<file path="src/rtl/serial_adder_pkg.sv">
// Shared types and defaults for the bit-serial adder.
// Optional subtract support is selected with SERIAL_ADD_SUB_EN.
package serial_adder_pkg;

  localparam int SA_NUM_BITS = 8;

  typedef enum logic [1:0] {IDLE, SHIFT, DONE} sa_state_t;

  // Two's-complement overflow: operands agree in sign and the result does not.
  function automatic logic signed_ovf(input logic a_msb, input logic b_msb, input logic s_msb);
    return (a_msb == b_msb) && (s_msb != a_msb);
  endfunction

endpackage

</file>
<file path="src/rtl/serial_adder_if.sv">
// Operand and result handshakes of the bit-serial adder.
// The sub signal exists only when SERIAL_ADD_SUB_EN is defined.
interface serial_adder_if
  import serial_adder_pkg::*;
#(
  parameter int NUM_BITS = SA_NUM_BITS
) ();

  logic                in_valid;
  logic                in_ready;
  logic [NUM_BITS-1:0] a;
  logic [NUM_BITS-1:0] b;
`ifdef SERIAL_ADD_SUB_EN
  logic                sub;
`endif
  logic                out_valid;
  logic                out_ready;
  logic [NUM_BITS-1:0] sum;
  logic                carry_out;
  logic                overflow;

`ifdef SERIAL_ADD_SUB_EN
  modport master (
    output in_valid, a, b, sub, out_ready,
    input  in_ready, out_valid, sum, carry_out, overflow
  );

  modport slave (
    input  in_valid, a, b, sub, out_ready,
    output in_ready, out_valid, sum, carry_out, overflow
  );
`else
  modport master (
    output in_valid, a, b, out_ready,
    input  in_ready, out_valid, sum, carry_out, overflow
  );

  modport slave (
    input  in_valid, a, b, out_ready,
    output in_ready, out_valid, sum, carry_out, overflow
  );
`endif

endinterface

</file>
<file path="src/rtl/adder_1bit.sv">
// Single full-adder cell used as the serial datapath.
module adder_1bit (
  input  logic a,
  input  logic b,
  input  logic cin,
  output logic sum,
  output logic cout
);

  assign sum  = a ^ b ^ cin;
  assign cout = (a & b) | (a & cin) | (b & cin);

endmodule

</file>
<file path="src/rtl/serial_adder_ctrl.sv">
// Bit-serial NUM_BITS adder: operands are accepted in parallel, fed LSB-first
// through one full-adder cell, and the result is returned with carry and
// signed overflow. Define SERIAL_ADD_SUB_EN to add the sub port (A + ~B + 1).
module serial_adder_ctrl
  import serial_adder_pkg::*;
#(
  parameter int NUM_BITS = SA_NUM_BITS
) (
  input  logic           clk,
  input  logic           rst,
  serial_adder_if.slave  bus
);

  localparam int                CNT_W = $clog2(NUM_BITS);
  localparam logic [CNT_W-1:0]  LAST  = CNT_W'(NUM_BITS - 1);

  sa_state_t           state_q, state_d;
  logic [NUM_BITS-1:0] a_sr_q, a_sr_d;
  logic [NUM_BITS-1:0] b_sr_q, b_sr_d;
  logic [NUM_BITS-1:0] sum_sr_q, sum_sr_d;
  logic                carry_q, carry_d;
  logic [CNT_W-1:0]    count_q, count_d;
  logic                a_msb_q, a_msb_d;
  logic                b_msb_q, b_msb_d;
  logic [NUM_BITS-1:0] sum_q, sum_d;
  logic                cout_q, cout_d;
  logic                ovf_q, ovf_d;

  logic                sub_eff;
  logic [NUM_BITS-1:0] b_eff;
  logic                fa_sum;
  logic                fa_cout;

`ifdef SERIAL_ADD_SUB_EN
  assign sub_eff = bus.sub;
`else
  assign sub_eff = 1'b0;
`endif

  // Subtraction inverts B here; the +1 enters through the initial carry.
  assign b_eff = sub_eff ? ~bus.b : bus.b;

  adder_1bit u_fa (
    .a    (a_sr_q[0]),
    .b    (b_sr_q[0]),
    .cin  (carry_q),
    .sum  (fa_sum),
    .cout (fa_cout)
  );

  // Next-state and datapath sequencing for IDLE -> SHIFT -> DONE.
  always_comb begin
    state_d  = state_q;
    a_sr_d   = a_sr_q;
    b_sr_d   = b_sr_q;
    sum_sr_d = sum_sr_q;
    carry_d  = carry_q;
    count_d  = count_q;
    a_msb_d  = a_msb_q;
    b_msb_d  = b_msb_q;
    sum_d    = sum_q;
    cout_d   = cout_q;
    ovf_d    = ovf_q;

    unique case (state_q)
      IDLE: begin
        if (bus.in_valid) begin
          a_sr_d  = bus.a;
          b_sr_d  = b_eff;
          carry_d = sub_eff;
          a_msb_d = bus.a[NUM_BITS-1];
          b_msb_d = b_eff[NUM_BITS-1];
          count_d = '0;
          state_d = SHIFT;
        end
      end
      SHIFT: begin
        sum_sr_d = {fa_sum, sum_sr_q[NUM_BITS-1:1]};
        carry_d  = fa_cout;
        a_sr_d   = a_sr_q >> 1;
        b_sr_d   = b_sr_q >> 1;
        count_d  = count_q + 1'b1;
        if (count_q == LAST) begin
          // Result registers update only on completion so they stay stable
          // while the next operation is in flight.
          sum_d   = sum_sr_d;
          cout_d  = fa_cout;
          ovf_d   = signed_ovf(a_msb_q, b_msb_q, fa_sum);
          state_d = DONE;
        end
      end
      DONE: begin
        if (bus.out_ready) begin
          state_d = IDLE;
        end
      end
      default: state_d = IDLE;
    endcase
  end

  // State and datapath registers; reset aborts any operation in progress.
  always_ff @(posedge clk or posedge rst) begin
    if (rst) begin
      state_q  <= IDLE;
      a_sr_q   <= '0;
      b_sr_q   <= '0;
      sum_sr_q <= '0;
      carry_q  <= 1'b0;
      count_q  <= '0;
      a_msb_q  <= 1'b0;
      b_msb_q  <= 1'b0;
      sum_q    <= '0;
      cout_q   <= 1'b0;
      ovf_q    <= 1'b0;
    end else begin
      state_q  <= state_d;
      a_sr_q   <= a_sr_d;
      b_sr_q   <= b_sr_d;
      sum_sr_q <= sum_sr_d;
      carry_q  <= carry_d;
      count_q  <= count_d;
      a_msb_q  <= a_msb_d;
      b_msb_q  <= b_msb_d;
      sum_q    <= sum_d;
      cout_q   <= cout_d;
      ovf_q    <= ovf_d;
    end
  end

  assign bus.in_ready  = (state_q == IDLE);
  assign bus.out_valid = (state_q == DONE);
  assign bus.sum       = sum_q;
  assign bus.carry_out = cout_q;
  assign bus.overflow  = ovf_q;

  // Flag unknown operands at the accept edge; the operation still proceeds.
  always @(posedge clk) begin
    if (!rst && (state_q == IDLE) && bus.in_valid) begin
      assert (!$isunknown({bus.a, bus.b}))
      else $error("serial_adder_ctrl: X/Z on operands at accept");
    end
  end

endmodule
</file>
<file path="src/flat_wrapper.sv">
// flat-port wrapper written by rule: the top's interface ports become plain ports
module serial_adder_ctrl_flat import serial_adder_pkg::*;
#(
  parameter int NUM_BITS = SA_NUM_BITS
)
  (clk, rst, bus_in_valid, bus_a, bus_b, bus_out_ready, bus_in_ready, bus_out_valid, bus_sum, bus_carry_out, bus_overflow);
  serial_adder_if #(.NUM_BITS(NUM_BITS)) bus_i ();
  input  logic clk;
  input  logic rst;
  input wire logic [$bits(bus_i.in_valid)-1:0] bus_in_valid;
  input wire logic [$bits(bus_i.a)-1:0] bus_a;
  input wire logic [$bits(bus_i.b)-1:0] bus_b;
  input wire logic [$bits(bus_i.out_ready)-1:0] bus_out_ready;
  output wire logic [$bits(bus_i.in_ready)-1:0] bus_in_ready;
  output wire logic [$bits(bus_i.out_valid)-1:0] bus_out_valid;
  output wire logic [$bits(bus_i.sum)-1:0] bus_sum;
  output wire logic [$bits(bus_i.carry_out)-1:0] bus_carry_out;
  output wire logic [$bits(bus_i.overflow)-1:0] bus_overflow;
  assign bus_i.in_valid = bus_in_valid;
  assign bus_i.a = bus_a;
  assign bus_i.b = bus_b;
  assign bus_i.out_ready = bus_out_ready;
  assign bus_in_ready = bus_i.in_ready;
  assign bus_out_valid = bus_i.out_valid;
  assign bus_sum = bus_i.sum;
  assign bus_carry_out = bus_i.carry_out;
  assign bus_overflow = bus_i.overflow;
  serial_adder_ctrl #(.NUM_BITS(NUM_BITS)) u_core (.clk(clk), .rst(rst), .bus(bus_i));
endmodule
</file>
<file path="config.mk">
export PLATFORM = sky130hd
export DESIGN_NAME = serial_adder_ctrl_flat
export DESIGN_NICKNAME = d
export VERILOG_FILES = /design/src/rtl/serial_adder_pkg.sv /design/src/rtl/serial_adder_if.sv /design/src/rtl/adder_1bit.sv /design/src/rtl/serial_adder_ctrl.sv /design/src/flat_wrapper.sv
export SDC_FILE = /design/constraint.sdc
export NUM_CORES = 1
export LEC_CHECK = 0
export ABC_AREA = 1
export ABC_CLOCK_PERIOD_IN_PS = 1400
export CAP_MARGIN = 20
export CORE_MARGIN = 2
export CORE_UTILIZATION = 45
export DETAILED_ROUTE_END_ITERATION = 12
export PLACE_DENSITY = 0.72
export REMOVE_ABC_BUFFERS = 1
export SYNTH_ARGS = -nofsm -noshare
export SYNTH_HDL_FRONTEND = slang
export SYNTH_HIERARCHICAL = 1
export SYNTH_SLANG_ARGS = --single-unit
</file>
<file path="constraint.sdc">
create_clock -name clk -period 1.4 [get_ports clk]
set_clock_uncertainty 0.2 [all_clocks]
set_input_delay 0.14 -clock clk [delete_from_list [all_inputs] [get_ports clk]]
set_output_delay 0.14 -clock clk [all_outputs]
set_load 0.02 [all_outputs]
</file>
==> results.tsv <==
metric	value	unit
CTS tree	yes	
endpoint class of the critical path	flip-flop	
Logic pwr share	50.4	%
Switch Pwr	0.00236	W
Tmin final	1.56	ns
# hold bufs at CTS	0	
GP Congestion	0.780	
DRT iter0 DRCs	81	
share of layout cells above drive strength 1	33.1	%
Layout area overhead	51.3	%
Max-Cap Viols	0	
Layout Cells excl Fill	328	
WS Path Type	flip-flop to flip-flop	
Clock Root Buffer	clkbuf_8	
top cells by instance count after synthesis	105 x nand2_1, 41 x dfrtp_1, 16 x nand3_1	
fin crit share	111	%
worst-path maximum fanout	3	
Post-synth EDFFs	0	
worst hold path type	primary input to asynchronous set/reset pin	
placed cell count	308	
final worst slack	-0.155	ns
async set-or-reset flop fraction in the synthesized netlist	100	%
CTS Buffer Depth	2	
vias	1647	
total power draw	0.00601	W
flop-to-flop setup slack	-0.16	ns
top area cells in the synthesized netlist	dfrtp_1 54%, nand2_1 21%, nand3_1 4.2%	
Core Area	4030	um2
largest net degree at the start of global routing	42	
wire per inst	13.4	um
delay of the slowest critical-path stage	0.58	ns
Post-Layout Inst Area	2860	um2
CP Launch Type	flip-flop	
number of synthesis warnings	6	
Top FF cell, synth	dfrtp_1	
initial antenna violation count	0	
Fin. Hold Viols	0	
ANT nets after route	0	
cell family with most CP delay	adder cells	
flops & latches, synth	41	
Setup violations, final	28	
fin nets	301	
Yosys cell types	18	
P_int	0.00365	W
Starting Density	47.0	%
global-route wire length before repair	6640	um
Seq/Total Area, Yosys	54.2	%
detailed-router iteration count before antenna repair	4	
unrepaired setup endpoints after global routing	yes	
Slew Limit Fails	0	
gr usage total	19.0	%
crit path DAT	1.55	ns
# port buffers	31	
Seq pwr share	34.2	%
Die X	68.8	um
Die ar.	4740	um2
DRC	0	
ANT cells	0	
DP Worst Slack	-0.168	ns
vias in the first global route	1512	
worst path bufs/invs	1	
P per Cell Area	2100	nW/um2
Post-DP Area	2340	um2
Gate Count Post-Synth	222	
R2R depth	6	
Vias/cell	5.02	
Worst-path clk slew	0.08	ns
fill cell count	305	
most common cell in the synthesized netlist	nand2_1	
Skew-Pair Late Insertion Delay	0.29	ns
floorplan row count	23	
crit-path most repeated cell	nand2_1	
sw frac	39.2	%
post-synth top area cell	dfrtp_1	
R2R Path Start	u_core/a_sr_q[0]	
HPWL after DPL	2550	um
Crit-path slowest cell	fa_1	
worst flop-to-flop path endpoint	u_core/bus.overflow	
worst slew pin tran	0.255	ns
syn_area_per_cell	8.52	um2
grt ovf	0	
Max IR drop VDD	1.09	mV
worst rel slew slack	83.0	%
Post-Syn Area	1890	um2
Achievable Freq	0.643	GHz
Synth top area share	54.2	%
CTS sink count	41	
Routed WL	4380	um
Leak	1.44	nW
Req. time, crit path	1.39	ns
CP Cell Sequence	fa_1 > inv_2 > nand3_2 > nand2_1 > nand2_1 > nand2_1	
violated checks	negative setup slack	
# IOs	32	
status	complete, but fails checks	
DIE HEIGHT	68.8	um
clock power share	15.4	%
CTS H-tree depth	2	
TritonCTS buffer count	5	
-- power groups by stage --
| stage | clock network (W) | registers, W | logic (W) |
|---|---|---|---|
| after floorplan | 0 | 0.00212 | 0.00120 |
| after global placement | 0 | 0.00196 | 0.00222 |
| after detailed placement | 0 | 0.00198 | 0.00228 |
| after CTS | 0.000938 | 0.00197 | 0.00234 |
| after global routing | 0.000995 | 0.00212 | 0.00336 |
| final | 0.000924 | 0.00206 | 0.00303 |
-- per-layer routing --
layer	global-route usage, %	share of wire [%]	up-vias
met5	0	0	-
met4	5.88	0.66	0
met3	3.90	5.5	4
met2	33.3	53	49
met1	23.4	40	793
li1	-	-	801
-- layout by cell type (no fill, tap or decap) --
cell             synthesis  routed
dfrtp_1                 41      40
buf_12                   0       8
o21ai_4                  1       1
buf_4                    5      12
nand3_2                  0       5
fa_1                     1       1
inv_2                    2       2
nor2_4                   0       2
nor2_2                   1       2
inv_1                   15      13
ha_4                     0       2
o21ai_2                  7       7
nand3_1                 16      11
clkbuf_2                 0       2
inv_4                    0       2
nand2_8                  0       1
bufbuf_16                0       1
o21ai_0                 15      10
o21ai_1                  0       5
clkbuf_16                0       1
o31ai_4                  0       1
buf_6                    4       8
clkbuf_8                 0       5
nand2_2                  1      16
dfrtp_2                  0       1
clkdlybuf4s15_1          0       5
nand2_4                  1      11
clkinv_2                 0       1
nand2_1                105      79
clkdlybuf4s50_1          0      19
dlygate4sd2_1            0       3
bufinv_16                0       1
-- cells by family (layout without fill, tap and decap cells) --
family,Yosys count,count (layout),synth area share (%)
AND/OR/NAND/NOR,127,127,26.9
buffers and inverters,27,83,8.00
AO/OA/AOI/OAI,24,24,8.47
flip-flops,41,41,54.2
adder cells (fa/ha/maj),3,3,2.38
-- worst reg2reg max path: cells and delay by family (launching register included) --
kind / cells / cell delay, ns
fa+ha+maj: 1 / 0.58
simple gates: 4 / 0.21
buf+inv: 1 / 0.06
flops: 1 / 0.41
-- worst max path at each step --
| stage | from | end | slack (ns) | cells past startpoint |
|---|---|---|---|---|
| 6_report | u_core/a_sr_q[0] | u_core/bus.overflow | -0.16 | 6 |
| 5_1_grt | u_core/a_sr_q[0] | u_core/bus.overflow | -0.21 | 6 |
| 4_1_cts | u_core/state_q[0] | bus_out_valid | -0.14 | 2 |
| 3_5_place_dp | u_core/state_q[0] | bus_out_valid | -0.17 | 2 |
| 3_3_place_gp | u_core/state_q[0] | bus_out_valid | -0.14 | 2 |
| 2_1_floorplan | u_core/state_q[0] | u_core/a_msb_q | -0.24 | 4 |
-- layout make-up --
class	count	area [um2]	area share [%]
sequential	41	1030	35.9
clock inverter	2	35.0	1.22
multi-input combinational	154	925	32.3
inverter	17	68.8	2.40
tap	50	62.6	2.19
clock buffer	5	68.8	2.40
timing repair buffer	59	674	23.6
-- flip-flops by register name, indices dropped and copies added (netlist names) --
name and flops:
u_core/bus.sum 8, u_core/bus.carry_out 1, u_core/sum_sr_q 7, u_core/a_sr_q 8, u_core/b_sr_q 8, u_core/count_q 3, u_core/carry_q 1, u_core/b_msb_q 1
u_core/a_msb_q 1, u_core/state_q 2, u_core/bus.overflow 1
-- stage by stage --
step | setup TNS, ns | utilization [%] | hold slack [ns]
finish | -1.35 | 71.0 | 0.00376
global route | -2.68 | 71.0 | 0.0556
CTS | -3.22 | 62.9 | 0.0191
detailed placement | -2.36 | 58.1 | 0.265
global placement | -1.21 | 58.1 | 0.251
floorplan | -6.39 | - | 0.0382
-- timing repair --
item | CTS | global route
setup buffers | 2 | 9
endpoints found under the setup margin | 49 | 40
gates cloned | 1 | 2
pin swaps | 5 | 16
gates resized for setup | 27 | 81
(Power assumes the default switching activity.)
